File: config.mk
export PLATFORM = sky130hd
export DESIGN_NAME = inv_key_expansion_flat
export DESIGN_NICKNAME = d
export VERILOG_FILES = /design/src/rtl/inv_key_expansion_pkg.sv /design/src/rtl/inv_key_expansion_if.sv /design/src/rtl/inv_key_expansion_sbox.sv /design/src/rtl/inv_key_expansion.sv /design/src/flat_wrapper.sv
export SDC_FILE = /design/constraint.sdc
export NUM_CORES = 2
export LEC_CHECK = 0
export CORE_ASPECT_RATIO = 1.4
export CORE_MARGIN = 1
export CORE_UTILIZATION = 65
export DETAILED_ROUTE_END_ITERATION = 6
export PLACE_DENSITY = 0.84
export SLEW_MARGIN = 25
export SYNTH_ARGS = -nofsm -noshare
export SYNTH_HDL_FRONTEND = slang
export SYNTH_SLANG_ARGS = --single-unit
export TNS_END_PERCENT = 10
File: constraint.sdc
create_clock -name clk -period 23.6 [get_ports clk]
set_clock_uncertainty 0.05 [all_clocks]
set_input_delay 4.72 -clock clk [delete_from_list [all_inputs] [get_ports clk]]
set_output_delay 4.72 -clock clk [all_outputs]
set_load 0.05 [all_outputs]
File: src/rtl/inv_key_expansion_pkg.sv
// Shared constants for the AES-128 decryption-side key schedule.
// Holds the round count, the FSM state encoding and the round-constant lookup.
`timescale 1ns/1ps
package inv_key_expansion_pkg;

  localparam int AES_NR = 10;

  typedef enum logic [2:0] {
    ST_IDLE    = 3'd0,
    ST_LOAD    = 3'd1,
    ST_SUB     = 3'd2,
    ST_COMBINE = 3'd3,
    ST_DONE    = 3'd4
  } state_t;

  // Valid for rounds 1..10; any other index has no round constant.
  function automatic logic [7:0] rcon(input logic [3:0] r);
    case (r)
      4'd1:    rcon = 8'h01;
      4'd2:    rcon = 8'h02;
      4'd3:    rcon = 8'h04;
      4'd4:    rcon = 8'h08;
      4'd5:    rcon = 8'h10;
      4'd6:    rcon = 8'h20;
      4'd7:    rcon = 8'h40;
      4'd8:    rcon = 8'h80;
      4'd9:    rcon = 8'h1b;
      4'd10:   rcon = 8'h36;
      default: rcon = 8'h00;
    endcase
  endfunction

endpackage

File: src/rtl/inv_key_expansion_if.sv
// Control and read-port bundle of the inverse key expansion block.
// Keys use [0:127] ordering: byte 0 is bits [0:7], word 0 is bits [0:31].
`timescale 1ns/1ps
interface inv_key_expansion_if;
  logic         start;
  logic [0:127] last_key;
  logic [0:3]   rd_round;
  logic [0:127] key_out;
  logic         busy;
  logic         done;

  modport master (output start, last_key, rd_round, input key_out, busy, done);
  modport slave  (input start, last_key, rd_round, output key_out, busy, done);
endinterface

File: src/rtl/inv_key_expansion_sbox.sv
// Combinational AES forward S-box; the backward key recurrence still applies SubWord.
`timescale 1ns/1ps
module sbox_module (
  input  logic [7:0] in_byte,
  output logic [7:0] out_byte
);
  localparam logic [7:0] SBOX [0:255] = '{
    8'h63,8'h7c,8'h77,8'h7b,8'hf2,8'h6b,8'h6f,8'hc5,8'h30,8'h01,8'h67,8'h2b,8'hfe,8'hd7,8'hab,8'h76,
    8'hca,8'h82,8'hc9,8'h7d,8'hfa,8'h59,8'h47,8'hf0,8'had,8'hd4,8'ha2,8'haf,8'h9c,8'ha4,8'h72,8'hc0,
    8'hb7,8'hfd,8'h93,8'h26,8'h36,8'h3f,8'hf7,8'hcc,8'h34,8'ha5,8'he5,8'hf1,8'h71,8'hd8,8'h31,8'h15,
    8'h04,8'hc7,8'h23,8'hc3,8'h18,8'h96,8'h05,8'h9a,8'h07,8'h12,8'h80,8'he2,8'heb,8'h27,8'hb2,8'h75,
    8'h09,8'h83,8'h2c,8'h1a,8'h1b,8'h6e,8'h5a,8'ha0,8'h52,8'h3b,8'hd6,8'hb3,8'h29,8'he3,8'h2f,8'h84,
    8'h53,8'hd1,8'h00,8'hed,8'h20,8'hfc,8'hb1,8'h5b,8'h6a,8'hcb,8'hbe,8'h39,8'h4a,8'h4c,8'h58,8'hcf,
    8'hd0,8'hef,8'haa,8'hfb,8'h43,8'h4d,8'h33,8'h85,8'h45,8'hf9,8'h02,8'h7f,8'h50,8'h3c,8'h9f,8'ha8,
    8'h51,8'ha3,8'h40,8'h8f,8'h92,8'h9d,8'h38,8'hf5,8'hbc,8'hb6,8'hda,8'h21,8'h10,8'hff,8'hf3,8'hd2,
    8'hcd,8'h0c,8'h13,8'hec,8'h5f,8'h97,8'h44,8'h17,8'hc4,8'ha7,8'h7e,8'h3d,8'h64,8'h5d,8'h19,8'h73,
    8'h60,8'h81,8'h4f,8'hdc,8'h22,8'h2a,8'h90,8'h88,8'h46,8'hee,8'hb8,8'h14,8'hde,8'h5e,8'h0b,8'hdb,
    8'he0,8'h32,8'h3a,8'h0a,8'h49,8'h06,8'h24,8'h5c,8'hc2,8'hd3,8'hac,8'h62,8'h91,8'h95,8'he4,8'h79,
    8'he7,8'hc8,8'h37,8'h6d,8'h8d,8'hd5,8'h4e,8'ha9,8'h6c,8'h56,8'hf4,8'hea,8'h65,8'h7a,8'hae,8'h08,
    8'hba,8'h78,8'h25,8'h2e,8'h1c,8'ha6,8'hb4,8'hc6,8'he8,8'hdd,8'h74,8'h1f,8'h4b,8'hbd,8'h8b,8'h8a,
    8'h70,8'h3e,8'hb5,8'h66,8'h48,8'h03,8'hf6,8'h0e,8'h61,8'h35,8'h57,8'hb9,8'h86,8'hc1,8'h1d,8'h9e,
    8'he1,8'hf8,8'h98,8'h11,8'h69,8'hd9,8'h8e,8'h94,8'h9b,8'h1e,8'h87,8'he9,8'hce,8'h55,8'h28,8'hdf,
    8'h8c,8'ha1,8'h89,8'h0d,8'hbf,8'he6,8'h42,8'h68,8'h41,8'h99,8'h2d,8'h0f,8'hb0,8'h54,8'hbb,8'h16
  };

  assign out_byte = SBOX[in_byte];
endmodule

File: src/rtl/inv_key_expansion.sv
// Regenerates all AES-128 round keys from the round-10 key, walking the schedule backwards.
// One shared S-box is time-multiplexed over the four bytes of SubWord, so each round takes 5 cycles.
//
//   state   | meaning
//   IDLE    | waiting for start after reset
//   LOAD    | capture last_key into table[10] and the working key
//   SUB     | one S-box byte per cycle of the recovered w3, idx 0..3
//   COMBINE | form the previous round key, store it, step round down
//   DONE    | table complete; read port serves table[rd_round]
`timescale 1ns/1ps
module inv_key_expansion
  import inv_key_expansion_pkg::*;
(
  input  logic              clk,
  input  logic              reset,
  inv_key_expansion_if.slave bus
);
  state_t       state;
  logic [3:0]   round;
  logic [1:0]   idx;
  logic [0:127] cur;
  logic [7:0]   sb [0:3];
  logic [0:127] key_table [0:AES_NR];
  logic [0:127] key_out_q;
  logic         busy_q;
  logic         done_q;

  logic [0:31]  w0, w1, w2, w3;
  logic [0:127] prev;
  logic [7:0]   sbox_in, sbox_out;

  always_comb begin
    w3 = cur[96:127] ^ cur[64:95];
    w2 = cur[64:95]  ^ cur[32:63];
    w1 = cur[32:63]  ^ cur[0:31];
    // RotWord is applied by reordering the already-substituted bytes.
    w0 = cur[0:31] ^ {sb[1], sb[2], sb[3], sb[0]} ^ {rcon(round), 24'h0};
    prev = {w0, w1, w2, w3};
    case (idx)
      2'd0:    sbox_in = w3[0:7];
      2'd1:    sbox_in = w3[8:15];
      2'd2:    sbox_in = w3[16:23];
      default: sbox_in = w3[24:31];
    endcase
  end

  sbox_module u_sbox (
    .in_byte  (sbox_in),
    .out_byte (sbox_out)
  );

  always_ff @(posedge clk) begin
    if (state == ST_LOAD)
      key_table[AES_NR] <= bus.last_key;
    else if (state == ST_COMBINE)
      key_table[round - 4'd1] <= prev;
  end

  always_ff @(posedge clk or posedge reset) begin
    if (reset) begin
      state     <= ST_IDLE;
      round     <= '0;
      idx       <= '0;
      cur       <= '0;
      busy_q    <= 1'b0;
      done_q    <= 1'b0;
      key_out_q <= '0;
      for (int i = 0; i < 4; i++) sb[i] <= '0;
    end else begin
      case (state)
        ST_IDLE: begin
          if (bus.start) begin
            state     <= ST_LOAD;
            busy_q    <= 1'b1;
            done_q    <= 1'b0;
            key_out_q <= '0;
          end
        end
        ST_LOAD: begin
          cur   <= bus.last_key;
          round <= 4'(AES_NR);
          idx   <= '0;
          state <= ST_SUB;
        end
        ST_SUB: begin
          sb[idx] <= sbox_out;
          if (idx == 2'd3) state <= ST_COMBINE;
          else             idx   <= idx + 2'd1;
        end
        ST_COMBINE: begin
          cur   <= prev;
          round <= round - 4'd1;
          idx   <= '0;
          if (round == 4'd1) begin
            state  <= ST_DONE;
            done_q <= 1'b1;
            busy_q <= 1'b0;
          end else begin
            state <= ST_SUB;
          end
        end
        ST_DONE: begin
          if (bus.start) begin
            state     <= ST_LOAD;
            busy_q    <= 1'b1;
            done_q    <= 1'b0;
            key_out_q <= '0;
          end else begin
            key_out_q <= (bus.rd_round <= 4'd10) ? key_table[bus.rd_round] : '0;
          end
        end
        default: state <= ST_IDLE;
      endcase
    end
  end

  assign bus.key_out = key_out_q;
  assign bus.busy    = busy_q;
  assign bus.done    = done_q;
endmodule

File: src/flat_wrapper.sv
// flat-port wrapper written by rule: the top's interface ports become plain ports
module inv_key_expansion_flat import inv_key_expansion_pkg::*;
  (clk, reset, bus_start, bus_last_key, bus_rd_round, bus_key_out, bus_busy, bus_done);
  inv_key_expansion_if bus_i ();
  input  logic clk;
  input  logic reset;
  input wire logic [$bits(bus_i.start)-1:0] bus_start;
  input wire logic [$bits(bus_i.last_key)-1:0] bus_last_key;
  input wire logic [$bits(bus_i.rd_round)-1:0] bus_rd_round;
  output wire logic [$bits(bus_i.key_out)-1:0] bus_key_out;
  output wire logic [$bits(bus_i.busy)-1:0] bus_busy;
  output wire logic [$bits(bus_i.done)-1:0] bus_done;
  assign bus_i.start = bus_start;
  assign bus_i.last_key = bus_last_key;
  assign bus_i.rd_round = bus_rd_round;
  assign bus_key_out = bus_i.key_out;
  assign bus_busy = bus_i.busy;
  assign bus_done = bus_i.done;
  inv_key_expansion u_core (.clk(clk), .reset(reset), .bus(bus_i));
endmodule
==> flow_metrics.env <==
export IMPL_power_density_nw_per_um2=135
export IMPL_via_count=44200
export IMPL_finalSetupTns_ns=0
export IMPL_p_comb_frac=0.377
export IMPL_finalHoldViolations=0
export IMPL_fmax_ghz=0.116
export IMPL_drc=0
export IMPL_crit_type="input pin to flip-flop"
export IMPL_syn_area_per_cell_um2=15.4
export IMPL_num_rows=142
export IMPL_final_area_um2=80300
export IMPL_cts_clk_slew_worst_paths_ns=0.06
export IMPL_antenna_found_initial=16
export IMPL_die_area_um2=110000
export IMPL_endpoint_kind="flip-flop"
export IMPL_grt_pass1_vias=44000
export IMPL_cts_buffers=150
export IMPL_final_instance_count_excl_fill=6405
export IMPL_fin_util=0.747
export IMPL_place_hpwl_um=118000
export IMPL_pwr_share_seq=0.386
export IMPL_place_area_um2=75100
export IMPL_yosys_warnings=0
export IMPL_synth_area_leaders="edfxtp_1 60%, dfrtp_1 11%, mux4_2 8.2%, nand2_1 4.4%, mux2i_1 3.8%"
export IMPL_yosysMostFrequentCell="edfxtp_1"
export IMPL_grt_util_all_layers=0.382
export IMPL_synth_edf_count=1408
export IMPL_nFillCells=5980
export IMPL_switching_share=0.402
export IMPL_ys_top_cells_by_count="1408 x edfxtp_1, 836 x nand2_1, 407 x o21ai_0, 299 x dfrtp_1, 268 x mux2i_1"
export IMPL_syn_instance_count=4593
export IMPL_core_area_um2=107000
export IMPL_root_buffer="clkbuf_16"
export IMPL_syn_area_um2=70700
export IMPL_drt_iter0_markers=5975
export IMPL_numPortBuffers=264
export IMPL_maxCapViolations=0
export IMPL_yosys_register_bits=1707
export IMPL_async_reset_ff_frac=0.175
export IMPL_seq_area_frac_synth=0.704
export IMPL_synth_top_area_share=0.598
export IMPL_post_cts_setup_buffers=0
export IMPL_grt_pass1_wl_um=297000
export IMPL_clock_sinks=1707
export IMPL_vias_per_cell=6.90
export IMPL_intPower_w=0.00647
export IMPL_cts_resized=0
export IMPL_ys_types=80
export IMPL_die_x_um=281
export IMPL_p_total_w=0.0108
export IMPL_setup_viol=0
export IMPL_p_leak_nw=28.6
export IMPL_grt_max_degree=146
export IMPL_critPathLaunchType="input pin"
export IMPL_cp_arrival_ns=9.28
export IMPL_hold_path_class="flip-flop to flip-flop"
export IMPL_placedCellCount=6120
export IMPL_clock_path_buffers=3
export IMPL_ir_worst_vdd_mv=0.138
export IMPL_clk_latency_ns=0.80
export IMPL_grt_ovfl_total=0
export IMPL_sequential_cell_area_um2=49800
export IMPL_layout_drive_gt1_share=0.139
export IMPL_p_sw_w=0.00434
export IMPL_ys_flop_type="edfxtp_1"
export IMPL_multi_input_area_um2=19800
export IMPL_worstPathRequired_ns=24.23
export IMPL_worst_pin_slew_ns=1.12
export IMPL_rsz0062_at_grt="false"
export IMPL_wl_per_cell_um=32.3
export IMPL_synthToLayoutAreaGrowth_pct=13.6
export IMPL_fin_crit_ns=8.64
export IMPL_worst_path_max_fanout=142
export IMPL_firstDrtPassIters=7
export IMPL_ctsHoldBuffers=0
export IMPL_gp_congestion=1.07
export IMPL_syn_nets=4751
export IMPL_status="completed"
export IMPL_finalCritPeriodShare=0.366
export IMPL_slew_headroom=0.250
export IMPL_die_height_um=392
export IMPL_synth_area_leader_cell="edfxtp_1"
export IMPL_pwr_share_clk=0.237
export IMPL_cts_max_level=4
export IMPL_maxSlewViolCount=0
export IMPL_cts_tree="done"
export IMPL_start_util=0.658
export IMPL_final_antenna_net_count=0
export IMPL_ios=265
export IMPL_final_nets=4991
export IMPL_drt_wl_total_um=207000
==> placed cells by master, fill, tap and decap left out, types with 90 or more instances in the layout <==
master / n
a22o_1: 133
buf_4: 123
clkbuf_16: 155
clkdlybuf4s50_1: 260
dfrtp_1: 299
edfxtp_1: 1408
mux2i_1: 267
mux4_2: 257
nand2_1: 835
nor2_1: 90
o21ai_0: 351
xnor2_1: 119
==> through the flow <==
step | hold slack, ns | setup slack [ns]
global placement | 0.428 | 14.36
global route | 0.471 | 14.86
CTS | 0.450 | 15.12
finish | 0.449 | 14.96
floorplan | 0.415 | 8.99
detailed placement | 0.434 | 14.29
==> path summary, 6_finish.rpt <==
| path | startpoint | end | slack [ns] | depth (start not counted) |
|---|---|---|---|---|
| setup / recovery | bus_rd_round[1] | u_core.bus.key_out[16] | 14.96 | 8 |
| hold / removal | u_core.cur[124] | u_core.cur[124] | 0.45 | 2 |
| setup reg to reg | u_core.idx[0] | u_core.sb[28] | 18.17 | 14 |
| hold reg to reg | u_core.cur[124] | u_core.cur[124] | 0.45 | 2 |
| max in group asynchronous | reset | u_core.bus.key_out[110] | 17.60 | 4 |
| min in group asynchronous | reset | u_core.bus.key_out[10] | 4.28 | 2 |
==> worst max-delay path: stages <==
cell and delay, ns:
buf_8 0.73, buf_4 0.84, buf_4 0.96, buf_4 0.74
mux4_2 0.43, mux2i_1 0.22, o21ai_0 0.11, a22o_1 0.22
==> layout make-up <==
class | count | area share
inverter | 14 | 0.000748
clock buffer | 200 | 0.0515
multi-input combinational | 2563 | 0.246
tap | 1440 | 0.0224
antenna | 5 | 0.000156
clock inverter | 79 | 0.0123
sequential | 1707 | 0.620
timing repair buffer | 397 | 0.0470
==> sequential cells by signal (all words and copies together), names as in the netlist <==
name                flops
u_core.sb              32
u_core.bus.done         1
u_core.key_table     1408
u_core.bus.busy         1
u_core.bus.key_out    128
u_core.idx              2
u_core.round            4
u_core.cur            128
u_core.state            3
==> layer usage <==
metal	track usage	vias up	wire, um
li1	-	18000	-
met1	0.484	22100	69600
met2	0.605	3348	99600
met3	0.101	734	25200
met4	0.213	22	12400
met5	0	-	133
==> cell families after synthesis <==
logic type               Yosys count  synth area share
multiplexers                     546             0.123
AO/OA/AOI/OAI                    817            0.0745
XOR/XNOR                         140            0.0173
adder cells (fa/ha/maj)           23           0.00407
flip-flops                      1707             0.704
buffers and inverters            323            0.0189
AND/OR/NAND/NOR                 1037            0.0580
==> power by group through the flow <==
stage          sequential (W)  combinational [W]  clock (W)
2_1_floorplan         0.00412            0.00246          0
6_report              0.00418            0.00408    0.00256
3_3_place_gp          0.00420            0.00385          0
3_5_place_dp          0.00421            0.00387          0
4_1_cts               0.00416            0.00391    0.00257
5_1_grt               0.00418            0.00425    0.00267
Power figures use the tool's default switching activity.
